`src/rtl/uart_tx_arbiter_pkg.sv`:
```
`default_nettype none
// ============================================================================
// Module      : uart_tx_arbiter_pkg
// Description : Shared state encoding and defaults for the UART TX arbiter.
// Revision    : 1.0 - initial release
// ============================================================================
package uart_tx_arbiter_pkg;

    localparam int ARB_DEFAULT_TIMEOUT = 1000000;

    typedef enum logic [1:0] {
        ARB_IDLE      = 2'd0,
        ARB_ARM       = 2'd1,
        ARB_WAIT_DONE = 2'd2
    } arb_state_t;

endpackage
`default_nettype wire

```
`src/rtl/uart_tx_arbiter_rr_picker.sv`:
```
`default_nettype none
// ============================================================================
// Module      : uart_tx_arbiter_rr_picker
// Description : Finds the first set request at or after rr_ptr, with wrap.
// Revision    : 1.0 - initial release
// ============================================================================
module uart_tx_arbiter_rr_picker
    import uart_tx_arbiter_pkg::*;
#(
    parameter int NUM_REQ = 4,
    parameter int IDX_W   = $clog2(NUM_REQ)
) (
    input  logic [NUM_REQ-1:0] req,
    input  logic [IDX_W-1:0]   rr_ptr,
    output logic               valid,
    output logic [IDX_W-1:0]   index
);

    int w_pos;

    function automatic int wrap_idx(input int a);
        return (a >= NUM_REQ) ? a - NUM_REQ : a;
    endfunction

    // Scan from the farthest offset down so the closest hit to rr_ptr wins.
    always_comb begin
        valid = 1'b0;
        index = '0;
        w_pos = 0;
        for (int k = NUM_REQ - 1; k >= 0; k--) begin
            w_pos = wrap_idx(int'(rr_ptr) + k);
            if (req[IDX_W'(w_pos)]) begin
                valid = 1'b1;
                index = IDX_W'(w_pos);
            end
        end
    end

endmodule
`default_nettype wire

```
`src/rtl/uart_tx_arbiter.sv`:
```
`default_nettype none
// ============================================================================
// Module      : uart_tx_arbiter
// Description : Round-robin sharing of one UART transmitter among requesters.
// Revision    : 1.0 - initial release
// ============================================================================
module uart_tx_arbiter
    import uart_tx_arbiter_pkg::*;
#(
    parameter int NUM_REQ        = 4,
    parameter int WORD_LENGHT    = 8,
    parameter int TIMEOUT_CYCLES = ARB_DEFAULT_TIMEOUT,
    parameter int CNT_W          = $clog2(TIMEOUT_CYCLES + 1)
) (
    input  logic                           clk,
    input  logic                           rst,
    input  logic [NUM_REQ-1:0]             req,
    input  logic [NUM_REQ*WORD_LENGHT-1:0] data_in,
    input  logic                           Tx_ready,
    output logic                           send,
    output logic [WORD_LENGHT-1:0]         Tx_in,
    output logic [NUM_REQ-1:0]             ack,
    output logic [$clog2(NUM_REQ)-1:0]     grant_id,
    output logic                           busy,
    output logic                           timeout_err
);

    localparam int               c_idx_w    = $clog2(NUM_REQ);
    localparam logic [CNT_W-1:0] c_cnt_last = CNT_W'(TIMEOUT_CYCLES - 1);

    arb_state_t             r_state, w_state_nxt;
    logic                   r_rdy_meta, r_rdy_s;
    logic [CNT_W-1:0]       r_cnt, w_cnt_nxt;
    logic [c_idx_w-1:0]     r_rr_ptr, w_rr_ptr_nxt;
    logic [c_idx_w-1:0]     r_grant_id, w_grant_id_nxt;
    logic [c_idx_w-1:0]     w_grant_inc;
    logic                   r_send, w_send_nxt;
    logic [WORD_LENGHT-1:0] r_tx_in, w_tx_in_nxt;
    logic [NUM_REQ-1:0]     r_ack, w_ack_nxt;
    logic                   r_timeout, w_timeout_nxt;
    logic                   w_pick_valid;
    logic [c_idx_w-1:0]     w_pick_idx;
    logic [WORD_LENGHT-1:0] w_pick_word;

    uart_tx_arbiter_rr_picker #(
        .NUM_REQ (NUM_REQ),
        .IDX_W   (c_idx_w)
    ) u_rr_picker (
        .req     (req),
        .rr_ptr  (r_rr_ptr),
        .valid   (w_pick_valid),
        .index   (w_pick_idx)
    );

    always_comb begin
        w_pick_word = '0;
        for (int i = 0; i < NUM_REQ; i++) begin
            if (w_pick_idx == c_idx_w'(i)) begin
                w_pick_word = data_in[i*WORD_LENGHT +: WORD_LENGHT];
            end
        end
    end

    assign w_grant_inc = (r_grant_id == c_idx_w'(NUM_REQ - 1)) ? '0
                                                                : r_grant_id + c_idx_w'(1);

    // Tx_ready comes from the baud-clock domain.
    always_ff @(posedge clk or posedge rst) begin
        if (rst) begin
            r_rdy_meta <= 1'b0;
            r_rdy_s    <= 1'b0;
        end else begin
            r_rdy_meta <= Tx_ready;
            r_rdy_s    <= r_rdy_meta;
        end
    end

    always_ff @(posedge clk or posedge rst) begin
        if (rst) begin
            r_state    <= ARB_IDLE;
            r_cnt      <= '0;
            r_rr_ptr   <= '0;
            r_grant_id <= '0;
            r_send     <= 1'b0;
            r_tx_in    <= '0;
            r_ack      <= '0;
            r_timeout  <= 1'b0;
        end else begin
            r_state    <= w_state_nxt;
            r_cnt      <= w_cnt_nxt;
            r_rr_ptr   <= w_rr_ptr_nxt;
            r_grant_id <= w_grant_id_nxt;
            r_send     <= w_send_nxt;
            r_tx_in    <= w_tx_in_nxt;
            r_ack      <= w_ack_nxt;
            r_timeout  <= w_timeout_nxt;
        end
    end

    always_comb begin
        w_state_nxt    = r_state;
        w_cnt_nxt      = r_cnt;
        w_rr_ptr_nxt   = r_rr_ptr;
        w_grant_id_nxt = r_grant_id;
        w_send_nxt     = r_send;
        w_tx_in_nxt    = r_tx_in;
        w_ack_nxt      = '0;
        w_timeout_nxt  = 1'b0;
        case (r_state)
            ARB_IDLE: begin
                w_send_nxt = 1'b0;
                w_cnt_nxt  = '0;
                if (w_pick_valid && r_rdy_s) begin
                    w_tx_in_nxt    = w_pick_word;
                    w_grant_id_nxt = w_pick_idx;
                    w_send_nxt     = 1'b1;
                    w_state_nxt    = ARB_ARM;
                end
            end
            ARB_ARM: begin
                if (!r_rdy_s) begin
                    w_send_nxt  = 1'b0;
                    w_cnt_nxt   = '0;
                    w_state_nxt = ARB_WAIT_DONE;
                end else if (r_cnt == c_cnt_last) begin
                    // Advance past a requester whose word was never accepted.
                    w_timeout_nxt = 1'b1;
                    w_send_nxt    = 1'b0;
                    w_cnt_nxt     = '0;
                    w_rr_ptr_nxt  = w_grant_inc;
                    w_state_nxt   = ARB_IDLE;
                end else begin
                    w_cnt_nxt = r_cnt + CNT_W'(1);
                end
            end
            ARB_WAIT_DONE: begin
                w_send_nxt = 1'b0;
                if (r_rdy_s) begin
                    w_ack_nxt[r_grant_id] = 1'b1;
                    w_rr_ptr_nxt          = w_grant_inc;
                    w_state_nxt           = ARB_IDLE;
                end
            end
            default: begin
                w_send_nxt  = 1'b0;
                w_state_nxt = ARB_IDLE;
            end
        endcase
    end

    assign send        = r_send;
    assign Tx_in       = r_tx_in;
    assign ack         = r_ack;
    assign grant_id    = r_grant_id;
    assign busy        = (r_state != ARB_IDLE);
    assign timeout_err = r_timeout;

endmodule
`default_nettype wire

```
`config.mk`:
```
export PLATFORM = sky130hd
export DESIGN_NAME = uart_tx_arbiter
export DESIGN_NICKNAME = d
export VERILOG_FILES = /design/src/rtl/uart_tx_arbiter_pkg.sv /design/src/rtl/uart_tx_arbiter_rr_picker.sv /design/src/rtl/uart_tx_arbiter.sv
export SDC_FILE = /design/constraint.sdc
export NUM_CORES = 1
export LEC_CHECK = 0
export ABC_AREA = 0
export BUFFER_PORTS_ARGS = -buffer_cell sky130_fd_sc_hd__buf_2
export CORE_MARGIN = 3
export CORE_UTILIZATION = 30
export DETAILED_ROUTE_END_ITERATION = 10
export PLACE_DENSITY = 0.59
export SKIP_CTS_REPAIR_TIMING = 1
export SYNTH_ARGS = -nofsm -noshare
export SYNTH_HDL_FRONTEND = slang
export SYNTH_SLANG_ARGS = --single-unit
```
`constraint.sdc`:
```
create_clock -name clk -period 4.17 [get_ports clk]
set_input_delay 0.2085 -clock clk [delete_from_list [all_inputs] [get_ports clk]]
set_output_delay 0.2085 -clock clk [all_outputs]
set_load 0.005 [all_outputs]
```
==> results_dict.tcl <==
set metrics [dict create \
    status "finished clean" \
    place_inst 379 \
    rsz0062_at_grt "no" \
    ir_drop_mv 0.250 \
    fin_cells 387 \
    grt_pass1_wl_um 8910 \
    critPathMaxStageDelay_ns 0.70 \
    grt_pass1_vias 1856 \
    clk-insertion-delay-late_ns 0.29 \
    area_growth_syn_to_layout_pct 20.2 \
    numCtsBuffers 5 \
    crit_fanout 35 \
    cp_top_family "compound AO/OA/AOI/OAI gates" \
    routed_via_density 5.11 \
    fin_setup_tns_ns 0 \
    core_sq_um 7450 \
    dieWidth_um 94.6 \
    critPathArrivalTime_ns 2.60 \
    antenna_cells 0 \
    clkTransAtPathRegs_ns 0.08 \
    syn_inst 237 \
    routabilityCongestion 0.836 \
    route.detailed.drc 0 \
    path_buf_inv 1 \
    final_common_cell "buf_2" \
    max_freq_mhz 417 \
    path_depth 5 \
    syn-num-nets 281 \
    postRouteWirelength_um 5310 \
    hp-class "input pin to register" \
    clock_skew_ns 0.00656 \
    synth_top_family_by_area "compound AO/OA/AOI/OAI gates" \
    fin_nets 331 \
    clock_path_buffers 2 \
    setup_viol 0 \
    rrSetupSlack_ns 1.77 \
    finalPower_uw 1440 \
    p_leak_uw 0.00132 \
    syn_area_per_cell_sq_um 9.95 \
    antenna_found_initial 0 \
    r2r_cells 5 \
    synth_xor_xnor_area_share_pct 1.49 \
    tightest_slew_ns 0.799 \
    dr.pass1.iters 5 \
    rows 31 \
    crit_type "register to register" \
    cts_tree "yes" \
    grt_max_degree 43 \
    crit_path_top_delay_cell "a21oi_4" \
    wl_per_cell_um 13.7 \
    die-area_sq_um 8960 \
    io_pins 56 \
    die_h_um 94.6 \
    ys_seq_elements 42 \
    htree_levels 2 \
    gr-total-overflow 0 \
    crit_path_start_kind "register" \
    vias 1978 \
    initial_core_util_pct 31.7 \
    portBuffers 55 \
    min_period_ns 2.40 \
    mostFrequentLayoutCells "55 x buf_2, 42 x dfrtp_1, 30 x nand2_1, 17 x nand3_1, 14 x a31oi_1" \
    hold_viol_final 0 \
    max_slew_margin_pct 46.6 \
    synthDistinctLibCells 50 \
    synth-main-ff-cell "dfrtp_1" \
    path_cells "inv_1, nand3_1, a21oi_4, a41oi_1, a31oi_1" \
    ys_seq_area_share_pct 44.6 \
    root_buffer "clkbuf_8" \
    synthSimpleGateAreaFrac_pct 20.4 \
    drive_gt1_share_pct 27.4 \
    endpoint_kind "register" \
    gr-usage-all-layers_pct 12.4 \
    synthArstFlopShare_pct 100 \
    fin_crit_sh_pct 57.5 \
    powerDensity_nw_per_um2 509 \
    yosysWarnings 0 \
    hpwl_um 3870 \
    ant_nets 0 \
    worstHoldPathCells 1 \
    first_iter_violations 120 \
    clock-sinks 42 \
    synth_fa_ha_area_share_pct 2.65 \
    timing.max_cap.violations 0 \
    synth_edf_count 0 \
    netlist_area_sq_um 2360 \
    synth_compound_area_share_pct 21.0 \
    slew_violations 0 \
    cp.required_ns 4.38 \
    muxShareOfSynthArea_pct 6.05 \
]
report_power, final:
| group | switching, uW | internal (uW) |
|---|---|---|
| combinational | 271 | 213 |
| clock | 145 | 240 |
| sequential | 86.3 | 487 |
per-stage QoR:
step | util [%] | hold slack [ns] | setup slack, ns | area (sq um)
floorplan | - | 0.240 | 2.48 | 2360
global placement | 36.2 | 0.318 | 1.88 | 2700
CTS | 38.1 | 0.0123 | 1.75 | 2830
global route | 38.1 | 0.0141 | 1.48 | 2830
detailed placement | 36.2 | 0.320 | 1.76 | 2700
finish | 38.1 | 0.0215 | 1.77 | 2830
routing by layer:
layer	vias up	wire (um)	global-route usage (%)
met5	-	0	0
met4	0	62	4.21
met3	5	213	2.07
met2	45	2480	18.7
met1	947	2550	18.0
li1	981	-	-
area by class of cell:
| type | instances | area (sq um) |
|---|---|---|
| fill | 773 | 4610 |
| multi-input combinational | 176 | 1220 |
| sequential | 42 | 1050 |
| timing repair buffer | 56 | 283 |
| tap | 99 | 124 |
| clock buffer | 5 | 68.8 |
| clock inverter | 3 | 68.8 |
| inverter | 6 | 22.5 |
synthesized netlist by cell type, types with 2 or more instances:
master,count,area (sq um)
a211o_1,8,70.1
a21o_1,2,15.0
a21oi_1,5,25.0
a22o_1,6,52.6
a31oi_1,14,87.6
a41oi_1,4,35.0
and2_1,5,31.3
and3_1,3,18.8
buf_2,6,30.0
clkbuf_1,5,18.8
dfrtp_1,42,1050
ha_1,5,62.6
inv_1,6,22.5
mux2_4,2,30.0
mux2i_1,9,90.1
nand2_1,30,113
nand2b_1,3,18.8
nand3_1,17,85.1
nand4_1,4,25.0
nor2_1,7,26.3
o211ai_1,8,60.1
o21ai_0,10,50.1
o21ai_1,4,20.0
o22ai_2,2,25.0
or3b_1,2,17.5
xnor2_1,4,35.0
kinds of logic (layout without fill, tap and decap cells):
logic type                 count (synthesis)  in the layout
AOI/OAI and AO/OA                         69             69
xor gates and xnor gates                   4              4
adders and majority gates                  5              5
buffers and inverters                     19             70
DFF                                       42             42
muxes                                     13             13
and+or+nand+nor                           85             85
final timing paths:
| path | to | start |
|---|---|---|
| max | r_cnt[16] | r_state[1] |
| min | r_rdy_meta | Tx_ready |
| max reg2reg | r_cnt[16] | r_state[1] |
| min reg2reg | r_rdy_s | r_rdy_meta |
| max in group asynchronous | r_rdy_s | rst |
| min in group asynchronous | r_cnt[6] | rst |
registers in the layout, indices dropped and copies added, names as in the netlist:
register     count
r_cnt           20
Tx_in            8
ack              4
grant_id         2
r_rr_ptr         2
r_state          2
r_rdy_meta       1
r_rdy_s          1
send             1
timeout_err      1
No activity file was read; power rests on OpenSTA's default activity.
